**config.mk**
```make
export PLATFORM = sky130hd
export DESIGN_NAME = pipe_rca_adder
export DESIGN_NICKNAME = d
export VERILOG_FILES = /design/src/rtl/pipe_rca_pkg.sv /design/src/rtl/rca_slice.sv /design/src/rtl/pipe_rca_adder.sv
export SDC_FILE = /design/constraint.sdc
export NUM_CORES = 1
export LEC_CHECK = 0
export CORE_MARGIN = 2
export CORE_UTILIZATION = 60
export DETAILED_ROUTE_END_ITERATION = 7
export DONT_BUFFER_PORTS = 1
export GPL_TIMING_DRIVEN = 0
export PLACE_DENSITY = 0.76
export SLEW_MARGIN = 20
export SYNTH_ARGS = -nofsm -noshare
export SYNTH_HDL_FRONTEND = slang
export SYNTH_SLANG_ARGS = --single-unit
```
**constraint.sdc**
```tcl
create_clock -name clk -period 5.7 [get_ports clk]
set_clock_uncertainty 0.15 [all_clocks]
set_input_delay 1.14 -clock clk [delete_from_list [all_inputs] [get_ports clk]]
set_output_delay 1.14 -clock clk [all_outputs]
set_load 0.1 [all_outputs]
```
**src/rtl/pipe_rca_pkg.sv**
```systemverilog
// rtl/pipe_rca_pkg.sv - shared defaults and slice sizing for pipe_rca_adder
package pipe_rca_pkg;

    localparam int DEFAULT_WIDTH    = 32;
    localparam int DEFAULT_SEGMENTS = 4;

    function automatic bit geometry_ok(input int width, input int segments);
        return (segments >= 1) && (width >= segments) && (width % segments == 0);
    endfunction

    function automatic int calc_slice(input int width, input int segments);
        return geometry_ok(width, segments) ? (width / segments) : 1;
    endfunction

endpackage

```
**src/rtl/rca_slice.sv**
```systemverilog
// rtl/rca_slice.sv - combinational W-bit ripple-carry slice with carry-into-MSB tap
module rca_slice #(
    parameter int W = 8
) (
    input  logic [W-1:0] i_a,
    input  logic [W-1:0] i_b,
    input  logic         i_cin,
    output logic [W-1:0] o_sum,
    output logic         o_cout,
    output logic         o_c_msb
);

    always_comb begin : p_ripple
        logic [W:0] v_c;
        v_c    = '0;
        v_c[0] = i_cin;
        o_sum  = '0;
        for (int i = 0; i < W; i++) begin
            o_sum[i]   = i_a[i] ^ i_b[i] ^ v_c[i];
            v_c[i + 1] = (i_a[i] & i_b[i]) | (v_c[i] & (i_a[i] ^ i_b[i]));
        end
        o_cout  = v_c[W];
        o_c_msb = v_c[W - 1];
    end

endmodule

```
**src/rtl/pipe_rca_adder.sv**
```systemverilog
// rtl/pipe_rca_adder.sv - pipelined ripple-carry adder, SEGMENTS carry slices; ovf port with PIPE_RCA_OVF_EN
module pipe_rca_adder
    import pipe_rca_pkg::*;
#(
    parameter int WIDTH    = DEFAULT_WIDTH,
    parameter int SEGMENTS = DEFAULT_SEGMENTS
) (
    input  logic             clk,
    input  logic             rst_n,
    input  logic             in_valid,
    output logic             in_ready,
    input  logic [WIDTH-1:0] a,
    input  logic [WIDTH-1:0] b,
    input  logic             cin,
    output logic             out_valid,
    input  logic             out_ready,
    output logic [WIDTH-1:0] sum,
    output logic             cout
`ifdef PIPE_RCA_OVF_EN
    ,
    output logic             ovf
`endif
);

    localparam int SLICE = calc_slice(WIDTH, SEGMENTS);

    if (!geometry_ok(WIDTH, SEGMENTS)) begin : g_bad_geometry
        $fatal(1, "pipe_rca_adder: WIDTH must be a non-zero multiple of SEGMENTS");
    end

    // Stage k inputs; operands are pre-shifted so slice k always sits at the LSBs.
    logic [WIDTH-1:0]    w_a_in   [SEGMENTS];
    logic [WIDTH-1:0]    w_b_in   [SEGMENTS];
    logic [WIDTH-1:0]    w_sum_in [SEGMENTS];
    logic [SEGMENTS-1:0] w_c_in;
    logic [SEGMENTS-1:0] w_v_in;
    logic [SEGMENTS-1:0] w_vld;
    logic [SEGMENTS-1:0] w_adv;
    logic [SEGMENTS-1:0] w_cmsb;
    logic                w_unused_cmsb;

    assign w_a_in[0]   = a;
    assign w_b_in[0]   = b;
    assign w_sum_in[0] = '0;
    assign w_c_in[0]   = cin;
    assign w_v_in[0]   = in_valid;
    assign in_ready    = w_adv[0];
    assign w_unused_cmsb = ^w_cmsb;

    for (genvar k = 0; k < SEGMENTS; k++) begin : g_stage
        logic [SLICE-1:0] w_slice_sum;
        logic             w_slice_cout;
        logic             w_slice_cmsb;
        logic             r_valid;
        logic             r_carry;
        logic [WIDTH-1:0] r_sum;

        rca_slice #(
            .W(SLICE)
        ) u_slice (
            .i_a    (w_a_in[k][SLICE-1:0]),
            .i_b    (w_b_in[k][SLICE-1:0]),
            .i_cin  (w_c_in[k]),
            .o_sum  (w_slice_sum),
            .o_cout (w_slice_cout),
            .o_c_msb(w_slice_cmsb)
        );

        // Flattened advance chain: stage k may load if any stage from k onward holds a bubble.
        assign w_adv[k]  = out_ready | ~(&w_vld[SEGMENTS-1:k]);
        assign w_vld[k]  = r_valid;
        assign w_cmsb[k] = w_slice_cmsb;

        always_ff @(posedge clk or negedge rst_n) begin
            if (!rst_n) begin
                r_valid <= 1'b0;
                r_carry <= 1'b0;
                r_sum   <= '0;
            end else if (w_adv[k]) begin
                r_valid <= w_v_in[k];
                r_carry <= w_slice_cout;
                r_sum   <= w_sum_in[k] | (WIDTH'(w_slice_sum) << (k * SLICE));
            end
        end

        if (k < SEGMENTS - 1) begin : g_fwd
            logic [WIDTH-1:0] r_a;
            logic [WIDTH-1:0] r_b;

            always_ff @(posedge clk or negedge rst_n) begin
                if (!rst_n) begin
                    r_a <= '0;
                    r_b <= '0;
                end else if (w_adv[k]) begin
                    r_a <= w_a_in[k] >> SLICE;
                    r_b <= w_b_in[k] >> SLICE;
                end
            end

            assign w_a_in[k + 1]   = r_a;
            assign w_b_in[k + 1]   = r_b;
            assign w_sum_in[k + 1] = r_sum;
            assign w_c_in[k + 1]   = r_carry;
            assign w_v_in[k + 1]   = r_valid;
        end else begin : g_last
            assign sum       = r_sum;
            assign cout      = r_carry;
            assign out_valid = r_valid;
`ifdef PIPE_RCA_OVF_EN
            logic r_ovf;

            always_ff @(posedge clk or negedge rst_n) begin
                if (!rst_n) begin
                    r_ovf <= 1'b0;
                end else if (w_adv[k]) begin
                    r_ovf <= w_slice_cmsb ^ w_slice_cout;
                end
            end

            assign ovf = r_ovf;
`endif
        end
    end

endmodule

```
==> results by group <==
Floorplan
  • Die area: 0.0135 sq mm
  • Site Rows: 40
  • Die Span Y: 116 microns
  • Io pins: 104
  • Initial Util: 62.1%
  • Die width: 116 microns
  • Core box area: 0.0122 sq mm

Timing
  • Slew Limit Fails: 0
  • Worst-margin pin slew: 1.01 ns
  • Final setup violation count: 0
  • Slew margin rel.: 32.4%
  • Period utilization: 73.4%
  • F_max: 239 MHz
  • Final hold vios: 0
  • Unrepaired setup endpoints after global routing: false
  • Final hold slack: 0.259 ns
  • Setup TNS: 0 ns
  • Tmin final: 4.19 ns

Synth
  • Synthesized flop and latch total: 184
  • Seq/Total Area, Yosys: 61.0%
  • Average size of a mapped cell: roughly 13 sq um
  • Top-area cell type share of the netlist area: 61.0%
  • Syn_nets: 664
  • Largest area contributor in the netlist: dfrtp_1
  • Synth top area cells: dfrtp_1 61%, mux2_2 17%, fa_1 8.5%
  • Mapped Area: ~0.0075 sq mm
  • Count of cell types in the netlist: 18
  • Yosys warning total: 0
  • Cell count after synthesis: 563

Global route
  • First-pass GRT wire length: 24,000 microns
  • Largest net degree at the start of global routing: 185
  • Vias in the first global route: around 4.7k
  • Initial antenna violation count: 0
  • GRT Total Usage: about 24%
  • Global route overflow: 0

Critical path
  • CP max FO: 1
  • Flop2flop setup slack: between 1.5 and 2 ns
  • Category of the most critical setup path: in -> reg
  • Worst R2R End: sum[31]
  • Cell mode on critical path: fa_1
  • Worst Setup EP: g_stage[0].r_sum[7]
  • FF-to-FF path depth: 12
  • Worst-path cell chain: fa_1, inv_1, fa_1, inv_1, fa_1, fa_1, fa_1, fa_1, fa_1, inv_1, fa_1, a21oi_1
  • Crit path capture type: register
  • Worst path max stage delay: around 0.44 ns
  • CP startpoint: a[0]
  • Arr. time, crit path: 4.39 ns
  • CP startpoint kind: input port
  • Slowest stage cell, crit path: fa_1
  • Req. time, crit path: roughly 5.9 ns
  • Worst R2R Start: g_stage[2].r_carry

Drt
  • Routed wire length per instance: 18.9 microns
  • DRC viols: 0
  • Vias/cell: 5.36
  • Routed WL: between 10,000 and 15,000 microns
  • Via count: 4,093
  • Starting DRT DRC Count: ~280
  • Drt first pass iters: 4
  • Antenna-violating nets left: 0

Final layout
  • N_diodes: 0
  • Final Cell Area: 0.00837 sq mm
  • Area growth syn-to-layout: 10.9%
  • Layout cell share with drive strength beyond 1: 27.4%
  • Fin cells: 763
  • Final core occ: 68.8%
  • Nets: about 680
  • Fillcell total: 897

Place
  • DP HPWL: 9800 microns
  • Placed cell area: ~0.0078 sq mm
  • GPL Wtd Cong: 0.788
  • DP Cell Count: 731
  • IO Port Bufs: 0

Clock tree
  • Hold Buf Count CTS: 0
  • Clock slew seen by the registers of the worst setup and hold paths: 0.06 ns
  • Cts bufs inserted: 17
  • H-Tree Depth: 4
  • Post-CTS Setup Inserts: 0
  • Max Buffers Root-to-Sink: 2
  • CTS sink count: around 180
  • PostCTS Resize Cnt: 0
  • CTS tree: built
  • Clock latency on the worst-skew pair: 0.43 ns
  • Clk Tree Root Cell: clkbuf_16

Job
  • Maxcap violations: 0

Hold path
  • Worst Hold Class: in -> async

Power and ir drop
  • VDD IR-drop max: 0.256 mV
  • Pwr Density: 544 mW/mm^2
  • Pleak: slightly below 4 nW

Run status
  • Run status: finished clean
[cells in the final DEF (no fill, tap or decap)]
master	instances
fa_1	32
mux2_4	5
nand4b_1	1
nand2_1	134
nor3b_1	3
nand3b_1	1
buf_6	2
clkinvlp_4	2
and4b_1	1
nand2b_1	5
dfrtp_1	184
o21ai_0	8
buf_2	12
clkinv_2	2
mux2_2	113
nand2_2	1
clkbuf_8	7
clkbuf_1	14
clkbuf_16	17
a21oi_1	12
inv_1	28
nor2_1	9
bufinv_16	2
[state kept, by name, summed over array words and instances (netlist names)]
name	count
g_stage.r_valid	3
sum	32
out_valid	1
g_stage.r_carry	3
g_stage.g_fwd.r_b	48
g_stage.g_fwd.r_a	48
g_stage.r_sum	48
cout	1
[cell families (layout without fill, tap and decap cells)]
logic type	count (synthesis)	count (layout)	share of synthesized area [%]
fa+ha+maj	32	32	8.49
flops	184	184	61.0
simple gates	155	155	8.25
mux	118	118	17.9
buf+inv	54	86	3.08
compound gates	20	20	1.33
[layer usage]
metal	vias to the layer above	track usage [%]	routed length, microns
li1	1858	-	-
met1	2105	30.4	5990
met2	102	40.3	7380
met3	28	6.85	720
met4	0	9.84	342
met5	-	0	0
[worst max-delay path: cells and delay by family]
| kind | cells | cell delay, ns |
|---|---|---|
| adder cells (fa/ha/maj) | 8 | 2.92 |
| buffers and inverters | 3 | 0.20 |
| AO/OA/AOI/OAI | 1 | 0.14 |
[stage by stage]
| step | power [mW] | worst slack, ns |
|---|---|---|
| 4_1_cts | 4.59 | 1.52 |
| 5_1_grt | 4.77 | 1.36 |
| 3_5_place_dp | 3.39 | 1.06 |
| 3_3_place_gp | 3.33 | 1.10 |
| 6_report | 4.55 | 1.51 |
| 2_1_floorplan | 3.17 | 1.24 |
[where the power goes]
part | total (mW) | internal, mW | switching [mW]
Clock | 1.19 | 0.726 | 0.466
Combinational | 0.634 | 0.346 | 0.287
Sequential | 2.73 | 1.64 | 1.09
[synth_stat cells]
cell type,count
buf_2,12
nor2_1,9
nand4b_1,1
nand3b_1,1
mux2_2,113
nand2_1,134
and4b_1,1
fa_1,32
inv_1,28
mux2_4,5
nand2_2,1
dfrtp_1,184
clkbuf_1,12
nor3b_1,3
a21oi_1,12
o21ai_0,8
nand2b_1,5
buf_6,2
[area by class of cell]
| type | instances | area, sq um | share of cell area (%) |
|---|---|---|---|
| buffer | 26 | 128 | 1.52 |
| clock buffer | 26 | 529 | 6.32 |
| clock inverter | 6 | 85.1 | 1.02 |
| inverter | 28 | 105 | 1.26 |
| multi-input combinational | 325 | 2710 | 32.4 |
| sequential | 184 | 4600 | 55.0 |
| tap | 168 | 210 | 2.51 |
[worst min path at each step]
stage / to / slack, ns / depth (start not counted)
floorplan: g_stage[1].g_fwd.r_a[10] / 0.28 / 2
global placement: g_stage[1].r_sum[10] / 0.30 / 2
detailed placement: g_stage[1].r_sum[4] / 0.30 / 2
CTS: sum[1] / 0.25 / 0
global route: sum[29] / 0.24 / 0
finish: cout / 0.26 / 0
(Power assumes the default switching activity.)
